<file path="config.mk">
export PLATFORM = sky130hd
export DESIGN_NAME = shift_add_multiplier
export DESIGN_NICKNAME = d
export VERILOG_FILES = /design/src/rtl/shift_add_multiplier.sv
export SDC_FILE = /design/constraint.sdc
export NUM_CORES = 1
export LEC_CHECK = 0
export BUFFER_PORTS_ARGS = -buffer_cell sky130_fd_sc_hd__buf_4
export CAP_MARGIN = 20
export CORE_MARGIN = 1
export CORE_UTILIZATION = 45
export DETAILED_ROUTE_END_ITERATION = 10
export PLACE_DENSITY_LB_ADDON = 0.2
export SLEW_MARGIN = 10
export SYNTH_ARGS = -nofsm -noshare
export SYNTH_HDL_FRONTEND = slang
export SYNTH_SLANG_ARGS = --single-unit
</file>
<file path="constraint.sdc">
create_clock -name clk -period 2.7 [get_ports clk]
set_input_delay 0.27 -clock clk [delete_from_list [all_inputs] [get_ports clk]]
set_output_delay 0.27 -clock clk [all_outputs]
set_load 0.01 [all_outputs]
</file>
<file path="src/rtl/shift_add_multiplier.sv">
// rtl/shift_add_multiplier.sv - sequential shift-add unsigned multiplier
// One multiplier bit per cycle, fixed WIDTH-cycle latency, valid/ready on both sides.
module shift_add_multiplier #(
   parameter int WIDTH = 16
) (
   input  logic             clk,
   input  logic             reset,
   input  logic             in_valid,
   output logic             in_ready,
   input  logic [WIDTH-1:0] number,
   input  logic [WIDTH-1:0] multiplier,
   output logic             out_valid,
   input  logic             out_ready,
   output logic [WIDTH-1:0] result,
   output logic [WIDTH-1:0] result2,
   output logic             busy
);

   localparam int CW = (WIDTH > 1) ? $clog2(WIDTH) : 1;

   typedef enum logic [1:0] {
      S_IDLE = 2'd0,
      S_BUSY = 2'd1,
      S_DONE = 2'd2
   } state_t;

   state_t             state_q;
   logic [2*WIDTH-1:0] mcand_q;
   logic [WIDTH-1:0]   mplier_q;
   logic [2*WIDTH-1:0] acc_q;
   logic [CW-1:0]      count_q;
   logic               in_ready_q;
   logic               out_valid_q;
   logic               busy_q;
   logic [WIDTH-1:0]   result_q;
   logic [WIDTH-1:0]   result2_q;

   logic [2*WIDTH-1:0] acc_d;
   logic               last_step;

   assign acc_d     = mplier_q[0] ? (acc_q + mcand_q) : acc_q;
   assign last_step = (count_q == CW'(WIDTH - 1));

   always_ff @(posedge clk or negedge reset) begin
      if (!reset) begin
         state_q     <= S_IDLE;
         mcand_q     <= '0;
         mplier_q    <= '0;
         acc_q       <= '0;
         count_q     <= '0;
         in_ready_q  <= 1'b1;
         out_valid_q <= 1'b0;
         busy_q      <= 1'b0;
         result_q    <= '0;
         result2_q   <= '0;
      end else begin
         case (state_q)
            S_IDLE: begin
               if (in_valid) begin
                  mcand_q    <= {{WIDTH{1'b0}}, number};
                  mplier_q   <= multiplier;
                  acc_q      <= '0;
                  count_q    <= '0;
                  in_ready_q <= 1'b0;
                  busy_q     <= 1'b1;
                  state_q    <= S_BUSY;
               end
            end
            S_BUSY: begin
               acc_q    <= acc_d;
               mcand_q  <= mcand_q << 1;
               mplier_q <= mplier_q >> 1;
               count_q  <= count_q + CW'(1);
               // No early exit on zero operands: latency is always WIDTH cycles.
               if (last_step) begin
                  {result2_q, result_q} <= acc_d;
                  out_valid_q           <= 1'b1;
                  busy_q                <= 1'b0;
                  state_q               <= S_DONE;
               end
            end
            S_DONE: begin
               if (out_ready) begin
                  out_valid_q <= 1'b0;
                  in_ready_q  <= 1'b1;
                  state_q     <= S_IDLE;
               end
            end
            default: begin
               out_valid_q <= 1'b0;
               in_ready_q  <= 1'b1;
               busy_q      <= 1'b0;
               state_q     <= S_IDLE;
            end
         endcase
      end
   end

   assign in_ready  = in_ready_q;
   assign out_valid = out_valid_q;
   assign busy      = busy_q;
   assign result    = result_q;
   assign result2   = result2_q;

endmodule

</file>
==> flow_metrics.py, run 1 <==
metrics = {
    "outcome": {
        "violations": "design-rule violations",
        "status": "finished with violations",
    },
    "layout": {
        "area_growth_pct": 29.58,
        "nNetsFinal": 918,
        "seqCellArea_sq_um": 3030,
        "multiInputGateArea_sq_um": 3825,
        "fillers": 1279,
        "stdcell_count": 1046,
        "drive_above_1_share": 0.2657,
        "diodes": 0,
    },
    "global_route": {
        "grt_max_degree": 55,
        "antenna_found_initial": 0,
        "grt_pass1_wl_microns": 30760,
        "grt_pass1_vias": 6053,
        "gr-total-overflow": 0,
        "grtUsageTotal": 0.2484,
    },
    "sta": {
        "rsz0062_at_grt": "true",
        "fin_crit_sh": 0.9810,
        "fmax_ghz": 0.3775,
        "hold_viol": 0,
        "drv_slew": 0,
        "tns_ps": 0,
        "finClkSkew_ps": 8.673,
        "tightest_slew_ps": 900.2,
        "relSlewSlack": 0.3986,
        "setup_violations": 0,
        "finalCriticalPeriod_ps": 2649,
    },
    "floorplan": {
        "ios": 71,
        "die_w_microns": 125.7,
        "core_sq_um": 14750,
        "fp.dieH_microns": 125.7,
        "die_area_sq_um": 15790,
        "placementRows": 44,
        "start_util": 0.4664,
    },
    "setup_path": {
        "cp.required_ps": 3010,
        "critPathTopFamily": "compound AO/OA/AOI/OAI gates",
        "cp_max_fo": 5,
        "path_class": "reg -> reg",
        "arrival_ps": 2960,
        "slowest_stage": "a2111oi_4",
        "crit_chain": "ha_2 -> a21oi_2 -> o21ai_2 -> o32ai_2 -> o31ai_2 -> a41o_1 -> a2111oi_4 -> mux2i_1 -> nand2_1",
        "slowest_delay_ps": 420,
        "end_kind": "flip-flop",
        "critPathBufInv": 0,
        "worstSetupStartpointType": "flip-flop",
    },
    "synth": {
        "synth_edf_count": 0,
        "synth_fp_nets": 798,
        "syn_area_sq_um": 6882,
        "netlist_instances": 729,
        "yosys_warnings": 0,
        "yosys_register_bits": 121,
        "synthFlopType": "dfrtp_1",
        "synth_cell_types": 60,
        "yosysSeqAreaShare": 0.4402,
        "avgSynthCellArea_sq_um": 9.440,
        "async_reset_ff_frac": 1.000,
    },
    "placed_design": {
        "place_inst": 1006,
        "gp_congestion": 0.9592,
        "hpwlAfterDp_microns": 13220,
        "port-buffer-count": 70,
    },
    "clock_network": {
        "clock_sinks": 121,
        "cts_root_buf": "clkbuf_16",
        "clk_pin_slew_ps": 60,
        "numCtsBuffers": 17,
        "htreeDepth": 4,
        "clkLatencyLatePin_ps": 420,
        "clock_path_buffers": 2,
        "cts_tree": "done",
    },
    "routing": {
        "dr.pass1.iters": 9,
        "first_iter_violations": 336,
        "viasPerCell": 5.870,
        "ant_nets": 0,
        "drc": 2,
        "wl_per_cell_microns": 18.30,
        "wl_microns": 19150,
        "dr_total_vias": 6140,
    },
    "min_path": {
        "hp-class": "in -> reg",
    },
    "pwr": {
        "leakage_uw": 0.004219,
        "powerDensity_nw_per_um2": 1159,
        "ir_worst_vdd_uv": 553.2,
    },
    "job": {
        "drv_cap": 0,
    },
}
[synth_stat cells (all sizes together) (3+ instances only)]
cell type / number / share of area
nand2b: 5 / 0.0045
buf: 13 / 0.0093
o21a: 7 / 0.0076
inv: 13 / 0.0071
mux2i: 17 / 0.025
a211o: 3 / 0.0038
and3: 12 / 0.011
a211oi: 8 / 0.010
nand3: 11 / 0.0080
o211ai: 5 / 0.0055
clkbuf: 37 / 0.020
a31oi: 7 / 0.0064
xor2: 9 / 0.011
nor3: 8 / 0.0058
a2111oi: 3 / 0.0065
dfrtp: 120 / 0.44
a21oi: 57 / 0.041
nand2: 77 / 0.042
xnor2: 18 / 0.023
nor2: 25 / 0.014
nor2b: 21 / 0.019
o21bai: 7 / 0.0076
nand4: 7 / 0.0064
o21ai: 96 / 0.070
a22oi: 30 / 0.033
a21o: 19 / 0.021
a22o: 32 / 0.041
o211a: 3 / 0.0044
ha: 32 / 0.058
or3: 3 / 0.0027
[metal layers]
metal / up-vias / wire, microns / global-route usage
met1: 2969 / 8826 / 0.3382
li1: 2926 / - / -
met5: - / 0 / 0
met3: 39 / 1145 / 0.05140
met4: 0 / 420 / 0.09039
met2: 206 / 8752 / 0.3922
[sequential cells by signal (all words and copies together) (netlist names)]
name       cells
acc_q         32
mcand_q       32
mplier_q      16
result2       16
result        16
count_q        4
state_q        2
busy           1
in_ready       1
out_valid      1
[cell usage in the layout, fill, tap and decap left out, types with 4 or more instances in the layout]
master and n:
a21oi_1 49, xnor2_1 18, inv_1 13, a22oi_1 30, inv_6 4, bufinv_16 4, buf_4 149, and3_1 12
o21ai_0 87, nand3_1 11, a22o_1 32, nor2_1 24, mux2i_1 17, nand2_1 76, dfrtp_1 119, o21ai_1 4
ha_4 6, a21o_1 17, clkbuf_16 17, nor2b_1 21, a211oi_1 5, o211ai_1 5, nor3_1 6, a21oi_2 8
nand2b_1 5, o21ai_2 5, o21bai_1 5, o21a_1 7, nand4_1 7, xor2_1 9, ha_1 24, a31oi_1 5
[repair_timing]
action,4_1_cts,5_1_grt
hold endpoints to repair,51,0
setup buffers,0,7
hold buffers,1,0
resized for setup,12,34
endpoints found under the setup margin,14,21
pin swaps,6,25
[area by class of cell]
type / count / share of cell area
timing repair buffer: 151 / 0.1288
tap: 184 / 0.02582
clock buffer: 19 / 0.04967
inverter: 13 / 0.005472
multi-input combinational: 545 / 0.4289
sequential: 121 / 0.3398
clock inverter: 13 / 0.02147
[metrics by stage]
stage / setup WS [ps] / hold WS (ps) / power (uW) / cell area [sq um] / util
finish: 51.22 / 96.01 / 10340 / 8917 / 0.6044
global route: -83.14 / 93.99 / 10990 / 8917 / 0.6044
CTS: 0.2431 / 89.99 / 10110 / 8692 / 0.5891
detailed placement: -211.4 / 381.2 / 7575 / 8005 / 0.5426
global placement: -97.43 / 375.7 / 7465 / 8005 / 0.5426
floorplan: 60.80 / -25.59 / 5758 / 6882 / -
[report_power, final]
group	switching (uW)	internal [uW]	total, uW
clock	883	1580	2460
combinational	2630	2210	4830
sequential	562	2480	3040
[worst paths after layout]
path	from	depth (start not counted)	end	slack, ps
setup / recovery	mcand_q[10]	9	result2[7]	50
hold / removal	multiplier[15]	2	mplier_q[15]	100
setup reg to reg	mcand_q[10]	9	result2[7]	50
hold reg to reg	result2[0]	2	result2[0]	480
max in group asynchronous	reset	3	state_q[0]	1460
min in group asynchronous	reset	2	acc_q[4]	460
[cells by family (layout without fill, tap and decap cells)]
kind of cell / Yosys count / in the layout / share of synthesized area
AO/OA/AOI/OAI: 294 / 294 / 0.2822
XOR/XNOR: 27 / 27 / 0.03436
adder cells (fa/ha/maj): 33 / 33 / 0.06109
buffers and inverters: 63 / 196 / 0.03655
flip-flops: 121 / 121 / 0.4402
multiplexers: 18 / 18 / 0.02636
AND/OR/NAND/NOR: 173 / 173 / 0.1193
Power figures use the tool's default switching activity.
==> run 2: changes to the inputs <==
--- a/config.mk
+++ b/config.mk
@@ -11,6 +11,7 @@
 export CORE_UTILIZATION = 45
 export DETAILED_ROUTE_END_ITERATION = 10
 export PLACE_DENSITY_LB_ADDON = 0.2
+export SKIP_LAST_GASP = 1
 export SLEW_MARGIN = 10
 export SYNTH_ARGS = -nofsm -noshare
 export SYNTH_HDL_FRONTEND = slang
==> constraint.sdc (replaced) <==
create_clock -name clk -period 2.7 [get_ports clk]
set_input_delay 0.135 -clock clk [delete_from_list [all_inputs] [get_ports clk]]
set_output_delay 0.135 -clock clk [all_outputs]
set_load 0.01 [all_outputs]
==> run 2 against run 1 <==
  * The run still ends with design-rule violations left
  * Design area is 0.77% higher
  * Hold slack worse by 84 ps
  * Critical path depth stayed put
  * Via count is 0.42% higher
  * Clock skew is 0.93 ps lower
  * First-iteration DRC count is 2.1% higher
  * Largest power group unchanged
==> flow_metrics.py, run 2 (synthesized netlist as in run 1, its figures left out) <==
metrics = {
    "pwr": {
        "ir_worst_vdd_uv": 588.7,
        "powerDensity_nw_per_um2": 1152,
        "leakage_uw": 0.004239,
        "switching_share": 0.3948,
        "intPower_uw": 6268,
        "clkPwrFrac": 0.238,
        "seqPwrFrac": 0.294,
        "p_switching_uw": 4089,
        "comb_power_share": 0.469,
    },
    "floorplan": {
        "die_area_sq_um": 15790,
        "ios": 71,
        "fp.dieH_microns": 125.7,
        "die_w_microns": 125.7,
        "placementRows": 44,
        "core_sq_um": 14750,
        "start_util": 0.4664,
    },
    "global_route": {
        "antenna_found_initial": 0,
        "use_met3": 0.04970,
        "grt_pass1_vias": 6096,
        "grt_pass1_wl_microns": 30840,
        "grtUsageTotal": 0.2488,
        "grt_use_met1": 0.3396,
        "top_usage_layer": "met2",
        "grt_max_degree": 55,
        "gr-total-overflow": 0,
        "met2_usage": 0.3928,
    },
    "clock_network": {
        "clkLatencyLatePin_ps": 420,
        "clock_path_buffers": 2,
        "clock_sinks": 121,
        "numCtsBuffers": 17,
        "htreeDepth": 4,
        "cts_root_buf": "clkbuf_16",
        "cts_tree": "done",
        "clk_pin_slew_ps": 60,
    },
    "setup_path": {
        "crit_chain": "ha_2 -> a21oi_4 -> o21ai_2 -> o32ai_2 -> o31ai_2 -> a41o_1 -> a2111oi_4 -> mux2i_1 -> nand2_1",
        "cp.required_ps": 3010,
        "end_kind": "flip-flop",
        "critPathBufInv": 0,
        "worstSetupStartpointType": "flip-flop",
        "cp-startpoint": "mcand_q[10]",
        "arrival_ps": 2960,
        "path_class": "reg -> reg",
        "critPathTopFamily": "compound AO/OA/AOI/OAI gates",
        "cp_max_fo": 5,
        "slowest_delay_ps": 420,
        "rr_startpoint": "mcand_q[10]",
        "slowest_stage": "a2111oi_4",
    },
    "outcome": {
        "status": "finished with violations",
        "violations": "design-rule violations",
    },
    "layout": {
        "area_growth_pct": 30.58,
        "nNetsFinal": 924,
        "reg_top3": "acc_q: 32 flops, mcand_q: 32 flops",
        "fillers": 1266,
        "mostFrequentLayoutCells": "buf_4 (147), dfrtp_1 (119), o21ai_0 (89)",
        "drive_above_1_share": 0.2592,
        "diodes": 0,
        "final_common_cell": "buf_4",
        "final_core_util": 0.6091,
    },
    "sta": {
        "fin_crit_sh": 0.9818,
        "drv_slew": 0,
        "setup_violations": 0,
        "whs_ps": 12.31,
        "fmax_ghz": 0.3773,
        "relSlewSlack": 0.4147,
        "hold_viol": 0,
        "finClkSkew_ps": 7.742,
        "rsz0062_at_grt": "true",
        "finalCriticalPeriod_ps": 2651,
        "tightest_slew_ps": 876.1,
    },
    "job": {
        "drv_cap": 0,
    },
    "routing": {
        "wl_microns": 19280,
        "dr.pass1.iters": 8,
        "dr_total_vias": 6166,
        "drc": 2,
        "first_iter_violations": 343,
        "viasPerCell": 5.861,
        "ant_nets": 0,
        "wl_per_cell_microns": 18.33,
    },
    "min_path": {
        "hp-class": "in -> reg",
        "hp-start": "multiplier[4]",
    },
    "placed_design": {
        "hpwlAfterDp_microns": 13220,
        "port-buffer-count": 70,
        "gp_congestion": 0.9592,
    },
}
-- run 2: changes by cell type in the layout (fill, tap and decap cells not counted), sizes merged --
cell,change
dlygate4sd3,+8
buf,-2
-- run 2: path summary, 6_finish.rpt --
check | slack [ps] | cells past startpoint | to
hold reg to reg | 480 | 2 | result2[0]
setup reg to reg | 50 | 9 | result2[7]
hold / removal | 10 | 3 | mplier_q[4]
setup / recovery | 50 | 9 | result2[7]
max in group asynchronous | 1600 | 3 | state_q[0]
min in group asynchronous | 320 | 2 | result[3]
-- run 2: final cells by class --
class	instances	area [sq um]	share of cell area
multi-input cells	545	3829	0.4261
inverters	13	48.80	0.005430
flip-flops and latches	121	3030	0.3372
clock inverters	13	191.4	0.02130
clock buffers	19	442.9	0.04929
repair buffers	157	1214	0.1351
well taps	184	230.2	0.02562
-- run 2: per-stage QoR --
stage               setup WS (ps)  power [uW]  setup TNS, ps  area (sq um)  cells
floorplan                   60.80        5758              0          6882    729
global placement           -97.43        7465         -326.6          8005   1006
detailed placement         -211.4        7575         -925.1          8005   1006
CTS                        -6.622       10110         -6.622          8768   1047
global route               -48.32       11010         -96.05          8986   1052
finish                      49.25       10360              0          8986   1052
-- run 2: repair_timing --
action | 4_1_cts | 5_1_grt
buffers inserted | 0 | 5
pin swaps | 6 | 18
endpoints found under the setup margin | 14 | 20
hold buffers | 9 | 0
hold endpoints to repair | 59 | 0
resized for setup | 11 | 30
-- run 2: metal layers --
layer  part of all wire  vias to the layer above
met5                  0                        -
met4              0.020                        0
met3              0.057                       36
met2               0.47                      211
met1               0.46                     2987
li1                   -                     2932
-- run 2: worst register-to-register path, delay by kind of cell (launching register included) --
kind | cells | cell delay [ps]
muxes | 1 | 250
and+or+nand+nor | 1 | 70
AOI/OAI and AO/OA | 6 | 1470
DFF | 1 | 400
adders and majority gates | 1 | 350
-- run 2: power by group through the flow --
stage          combinational [uW]  clock [uW]  sequential (uW)
6_report                     4850        2460             3040
5_1_grt                      5330        2560             3120
4_1_cts                      4610        2490             3010
3_5_place_dp                 4550           0             3020
3_3_place_gp                 4470           0             3000
2_1_floorplan                2790           0             2960
